==> src/rtl/traffic_controller_nway.sv <==
// N-approach round-robin intersection controller with min/max green, yellow and all-red clearance.
// Optional emergency preemption is compiled in when PREEMPT_EN is defined.
module traffic_controller_nway #(
    parameter int N_DIR       = 4,
    parameter int IDX_W       = 2,
    parameter int CNT_W       = 8,
    parameter int T_MIN_GREEN = 10,
    parameter int T_MAX_GREEN = 40,
    parameter int T_YELLOW    = 3,
    parameter int T_ALL_RED   = 2,
    parameter int HOME_DIR    = 0
) (
    input  logic               clk,
    input  logic               clear,
    input  logic [N_DIR-1:0]   req,
`ifdef PREEMPT_EN
    input  logic               preempt,
    input  logic [IDX_W-1:0]   preempt_dir,
`endif
    output logic [2*N_DIR-1:0] lights,
    output logic [IDX_W-1:0]   cur_dir,
    output logic               phase_chg,
    output logic [1:0]         state_dbg
);

    typedef enum logic [1:0] {
        ST_GREEN   = 2'd0,
        ST_YELLOW  = 2'd1,
        ST_ALL_RED = 2'd2
    } state_e;

    localparam logic [CNT_W-1:0]   MIN_LIM      = CNT_W'(T_MIN_GREEN - 1);
    localparam logic [CNT_W-1:0]   MAX_LIM      = CNT_W'(T_MAX_GREEN - 1);
    localparam logic [CNT_W-1:0]   YEL_LIM      = CNT_W'(T_YELLOW - 1);
    localparam logic [CNT_W-1:0]   RED_LIM      = CNT_W'(T_ALL_RED - 1);
    localparam logic [IDX_W-1:0]   HOME         = IDX_W'(HOME_DIR);
    localparam logic [2*N_DIR-1:0] RESET_LIGHTS = (2*N_DIR)'(2) << (2 * HOME_DIR);

    state_e               state_q, state_d;
    logic [CNT_W-1:0]     timer_q, timer_d;
    logic [IDX_W-1:0]     cur_dir_q, cur_dir_d;
    logic [IDX_W-1:0]     next_dir_q, next_dir_d;
    logic [2*N_DIR-1:0]   lights_q, lights_d;
    logic                 phase_chg_q, phase_chg_d;

    logic                 other_req;
    logic [IDX_W-1:0]     rr_pick;
    logic [IDX_W-1:0]     scan_idx;

    assign other_req = |(req & ~(N_DIR'(1) << cur_dir_q));

    // Scan from the far end back towards cur_dir+1 so the nearest requester wins.
    always_comb begin
        rr_pick  = cur_dir_q;
        scan_idx = '0;
        for (int k = N_DIR - 1; k >= 1; k--) begin
            scan_idx = IDX_W'((int'(cur_dir_q) + k) % N_DIR);
            if (req[scan_idx]) rr_pick = scan_idx;
        end
    end

    always_comb begin
        state_d    = state_q;
        next_dir_d = next_dir_q;
        cur_dir_d  = cur_dir_q;
`ifdef PREEMPT_EN
        if (preempt && (state_q != ST_GREEN)) next_dir_d = preempt_dir;
`endif
        case (state_q)
            ST_GREEN: begin
`ifdef PREEMPT_EN
                if (preempt) begin
                    if (preempt_dir != cur_dir_q) begin
                        state_d    = ST_YELLOW;
                        next_dir_d = preempt_dir;
                    end
                end else
`endif
                if (other_req && (((timer_q >= MIN_LIM) && !req[cur_dir_q]) || (timer_q >= MAX_LIM))) begin
                    state_d    = ST_YELLOW;
                    next_dir_d = rr_pick;
                end
            end
            ST_YELLOW: begin
                if (timer_q >= YEL_LIM) state_d = ST_ALL_RED;
            end
            ST_ALL_RED: begin
                if (timer_q >= RED_LIM) begin
                    state_d   = ST_GREEN;
                    cur_dir_d = next_dir_d;
                end
            end
            default: state_d = ST_GREEN;
        endcase

        if (state_d != state_q) timer_d = '0;
        else if (timer_q == '1)  timer_d = timer_q;
        else                     timer_d = timer_q + CNT_W'(1);

        phase_chg_d = (state_q == ST_ALL_RED) && (state_d == ST_GREEN);

        // Lamps are built from next state so the outputs can be registered without a cycle of lag.
        lights_d = '0;
        for (int i = 0; i < N_DIR; i++) begin
            if (IDX_W'(i) == cur_dir_d) begin
                if (state_d == ST_GREEN)       lights_d[2*i +: 2] = 2'b10;
                else if (state_d == ST_YELLOW) lights_d[2*i +: 2] = 2'b01;
            end
        end
    end

    always_ff @(posedge clk or posedge clear) begin
        if (clear) begin
            state_q     <= ST_GREEN;
            timer_q     <= '0;
            cur_dir_q   <= HOME;
            next_dir_q  <= HOME;
            lights_q    <= RESET_LIGHTS;
            phase_chg_q <= 1'b0;
        end else begin
            state_q     <= state_d;
            timer_q     <= timer_d;
            cur_dir_q   <= cur_dir_d;
            next_dir_q  <= next_dir_d;
            lights_q    <= lights_d;
            phase_chg_q <= phase_chg_d;
        end
    end

    assign lights    = lights_q;
    assign cur_dir   = cur_dir_q;
    assign phase_chg = phase_chg_q;
    assign state_dbg = state_q;

endmodule

==> config.mk <==
export PLATFORM = sky130hd
export DESIGN_NAME = traffic_controller_nway
export DESIGN_NICKNAME = d
export VERILOG_FILES = /design/src/rtl/traffic_controller_nway.sv
export SDC_FILE = /design/constraint.sdc
export NUM_CORES = 1
export LEC_CHECK = 0
export CORE_AREA = 2 2 54 61
export DETAILED_ROUTE_END_ITERATION = 16
export DIE_AREA = 0 0 56 63
export PLACE_DENSITY = 0.72
export SLEW_MARGIN = 30
export SYNTH_ARGS = -nofsm -noshare
export SYNTH_HDL_FRONTEND = slang
export SYNTH_SLANG_ARGS = --single-unit
export TNS_END_PERCENT = 100
==> constraint.sdc <==
create_clock -name clk -period 2.7 [get_ports clk]
set_clock_uncertainty 0.1 [all_clocks]
set_input_delay 0.54 -clock clk [delete_from_list [all_inputs] [get_ports clk]]
set_output_delay 0.54 -clock clk [all_outputs]
set_load 0.05 [all_outputs]
==> results.cfg <==
[synth]
synth-seq-cells = 23
syn-num-nets = 168
synth_ff_type = dfrtp_1
syn_avg_cell_area_um2 = 9.17
synth_warnings = 0
syn_area_um2 = 1410
synth_edf_count = 0
synth_top_area_share_pct = 39.0
synth_cell_types = 44
synth_area_leaders = dfrtp_1 (39%), ha_1 (7.1%), nor2_1 (6.1%)
synthCells = 154
yosys.area.top_type = dfrtp_1
ys_async_sr_fraction_pct = 100
ys_seq_area_share_pct = 40.8

[global_routing]
grt_max_degree = 24
antenna_found_initial = 0
overflow = 0
grt_first_pass_wirelength_um = 5210
grt_usage_pct = 18.2
grt_pass1_vias = 1166

[pwr]
p_int_mw = 0.961
combPwrFrac_pct = 59.5
peakVddDrop_mv = 0.626
seq_power_share_pct = 32.1
clkPwrFrac_pct = 8.3
p_sw_share_pct = 50.1
power_switching_mw = 0.966
power_density_nw_per_um2 = 1170
p_leak_nw = 0.737
p_total_mw = 1.93

[die]
dieArea_um2 = 3530
start_util_pct = 48.0
num_rows = 21
coreArea_um2 = 2940
die_h_um = 63
io_pins = 19
dieWidth_um = 56

[hold_path]
hp-class = input pin to asynchronous set/reset pin

[worst_setup_path]
crit_cells = 1
slowest_stage = clkdlybuf4s50_1
critPathMaxStageDelay_ps = 880
cpLargestDelayFamily = buffers and inverters
reg2regPathDepth = 7
worst_setup_path_start_kind = flop
endpoint_kind = output port
r2r-start = timer_q[0]
required_ps = 2060
worstPathCellList = clkdlybuf4s50_1
r2r_setup_slack_ps = 470
endpoint = cur_dir[1]
critPathKind = flop to output port
r2r-end = lights[0]
worst-path-buf-inv = 1
critPathArrivalTime_ps = 1820
cp_max_fo = 13
startpoint = cur_dir[1]

[sta]
rsz0062_at_grt = false
tns_ps = 0
hold_violations = 0
post-route-min-period_ps = 2460
finalSetupViolCount = 0
relSlewSlack_pct = 66.3
worstMarginPinSlew_ps = 503
setup_ws_ps = 239
max_freq_mhz = 406
timing.final.max_slew_violations = 0
min_period_over_period_pct = 91.2

[placed_design]
portBuffers = 18
gp_congestion = 0.825
pre_cts_slack_ps = 267
post-dp-hpwl_um = 2200

[cells_and_area]
diodes = 0
layout_commonest_cell = nor2_1
syn_to_final_growth_pct = 16.7
layout.nets = 189
drive_gt1_share_pct = 9.20
layout_common_cells = nor2_1 (23), dfrtp_1 (22), clkdlybuf4s50_1 (18), inv_1 (14), o21ai_0 (10)
fillers = 284

[routing]
ant_nets = 0
firstDrtPassIters = 4
vias = 1173
finalWirelength_um = 2860
drc = 0
vias_per_cell = 5.64
wl_per_cell_um = 13.7
drt_iter0_markers = 34

[cts]
cts_tree = built
clk_latency_ps = 310
post-cts-setup-buffer-count = 0
numCtsBuffers = 3
clk_pin_slew_ps = 130
cts_buffer_depth = 2
hold_buffers = 0
h-tree-depth = 1
ctsResizeCount = 0
clock-root-buffer = clkbuf_4
cts.sink_count = 23

[flow_run]
drv_cap = 0

[run_status]
status = complete, no violations
## cell families after synthesis
| kind of cell | after synthesis | synth area share, % |
|---|---|---|
| AND/OR/NAND/NOR | 62 | 22.9 |
| AO/OA/AOI/OAI | 36 | 17.8 |
| flip-flops | 23 | 40.8 |
| buffers and inverters | 18 | 5.76 |
| adder cells (fa/ha/maj) | 8 | 7.09 |
| multiplexers | 5 | 4.43 |
| XOR/XNOR | 2 | 1.24 |
## stage by stage
step	util (%)	hold WS, ps	cells	cell area (µm²)
after global routing	56.0	498	208	1650
after detailed placement	55.1	428	204	1620
final	56.0	445	208	1650
after CTS	56.0	458	208	1650
after floorplan	-	389	154	1410
after global placement	55.1	424	204	1620
## sequential cells by signal (all words and copies together) (netlist names)
name and flops:
lights 8, timer_q 8, phase_chg 1, cur_dir 2
next_dir_q 2, state_dbg 2
## cell usage after synthesis, types with 2 or more instances
master / number
nand2_1: 9
a21oi_1: 5
nor3_1: 5
nor2_1: 23
ha_1: 8
nand3_1: 7
dfrtp_1: 22
mux2i_1: 4
o21ai_0: 10
inv_1: 14
nor3b_1: 6
xnor2_1: 2
and3_1: 2
a31oi_1: 5
o21ai_1: 2
o22ai_1: 2
## worst min path at each step
stage             startpoint           end  slack [ps]  depth (start not counted)
2_1_floorplan  next_dir_q[0]    cur_dir[0]         390                          2
3_3_place_gp   next_dir_q[0]    cur_dir[0]         420                          2
3_5_place_dp   next_dir_q[0]    cur_dir[0]         430                          2
4_1_cts                clear    timer_q[7]         460                          3
5_1_grt                clear  state_dbg[0]         500                          3
6_report               clear  state_dbg[0]         450                          3
## per-layer routing
layer / vias up / share of wire [%] / track usage (%)
li1: 585 / - / -
met1: 560 / 45 / 23.0
met2: 21 / 50 / 30.7
met3: 7 / 2.9 / 2.48
met4: 0 / 1.9 / 8.33
met5: - / 0 / 0
## power by group through the flow
stage	Clock, mW	Combinational, mW	Sequential [mW]
after floorplan	0	0.689	0.791
after global placement	0	1.12	0.613
after detailed placement	0	1.15	0.627
after CTS	0.162	1.15	0.619
after global routing	0.182	1.26	0.645
final	0.161	1.15	0.619
## cell type report
cell class / count / area, µm² / share of cell area, %
multi-input cells: 113 / 754 / 45.8
flip-flops and latches: 23 / 577 / 35.0
repair buffers: 20 / 195 / 11.8
inverters: 14 / 52.6 / 3.19
well taps: 34 / 42.5 / 2.58
clock buffers: 3 / 22.5 / 1.37
clock inverters: 1 / 5.00 / 0.303
Note: power is estimated with default switching activity, not from simulation.
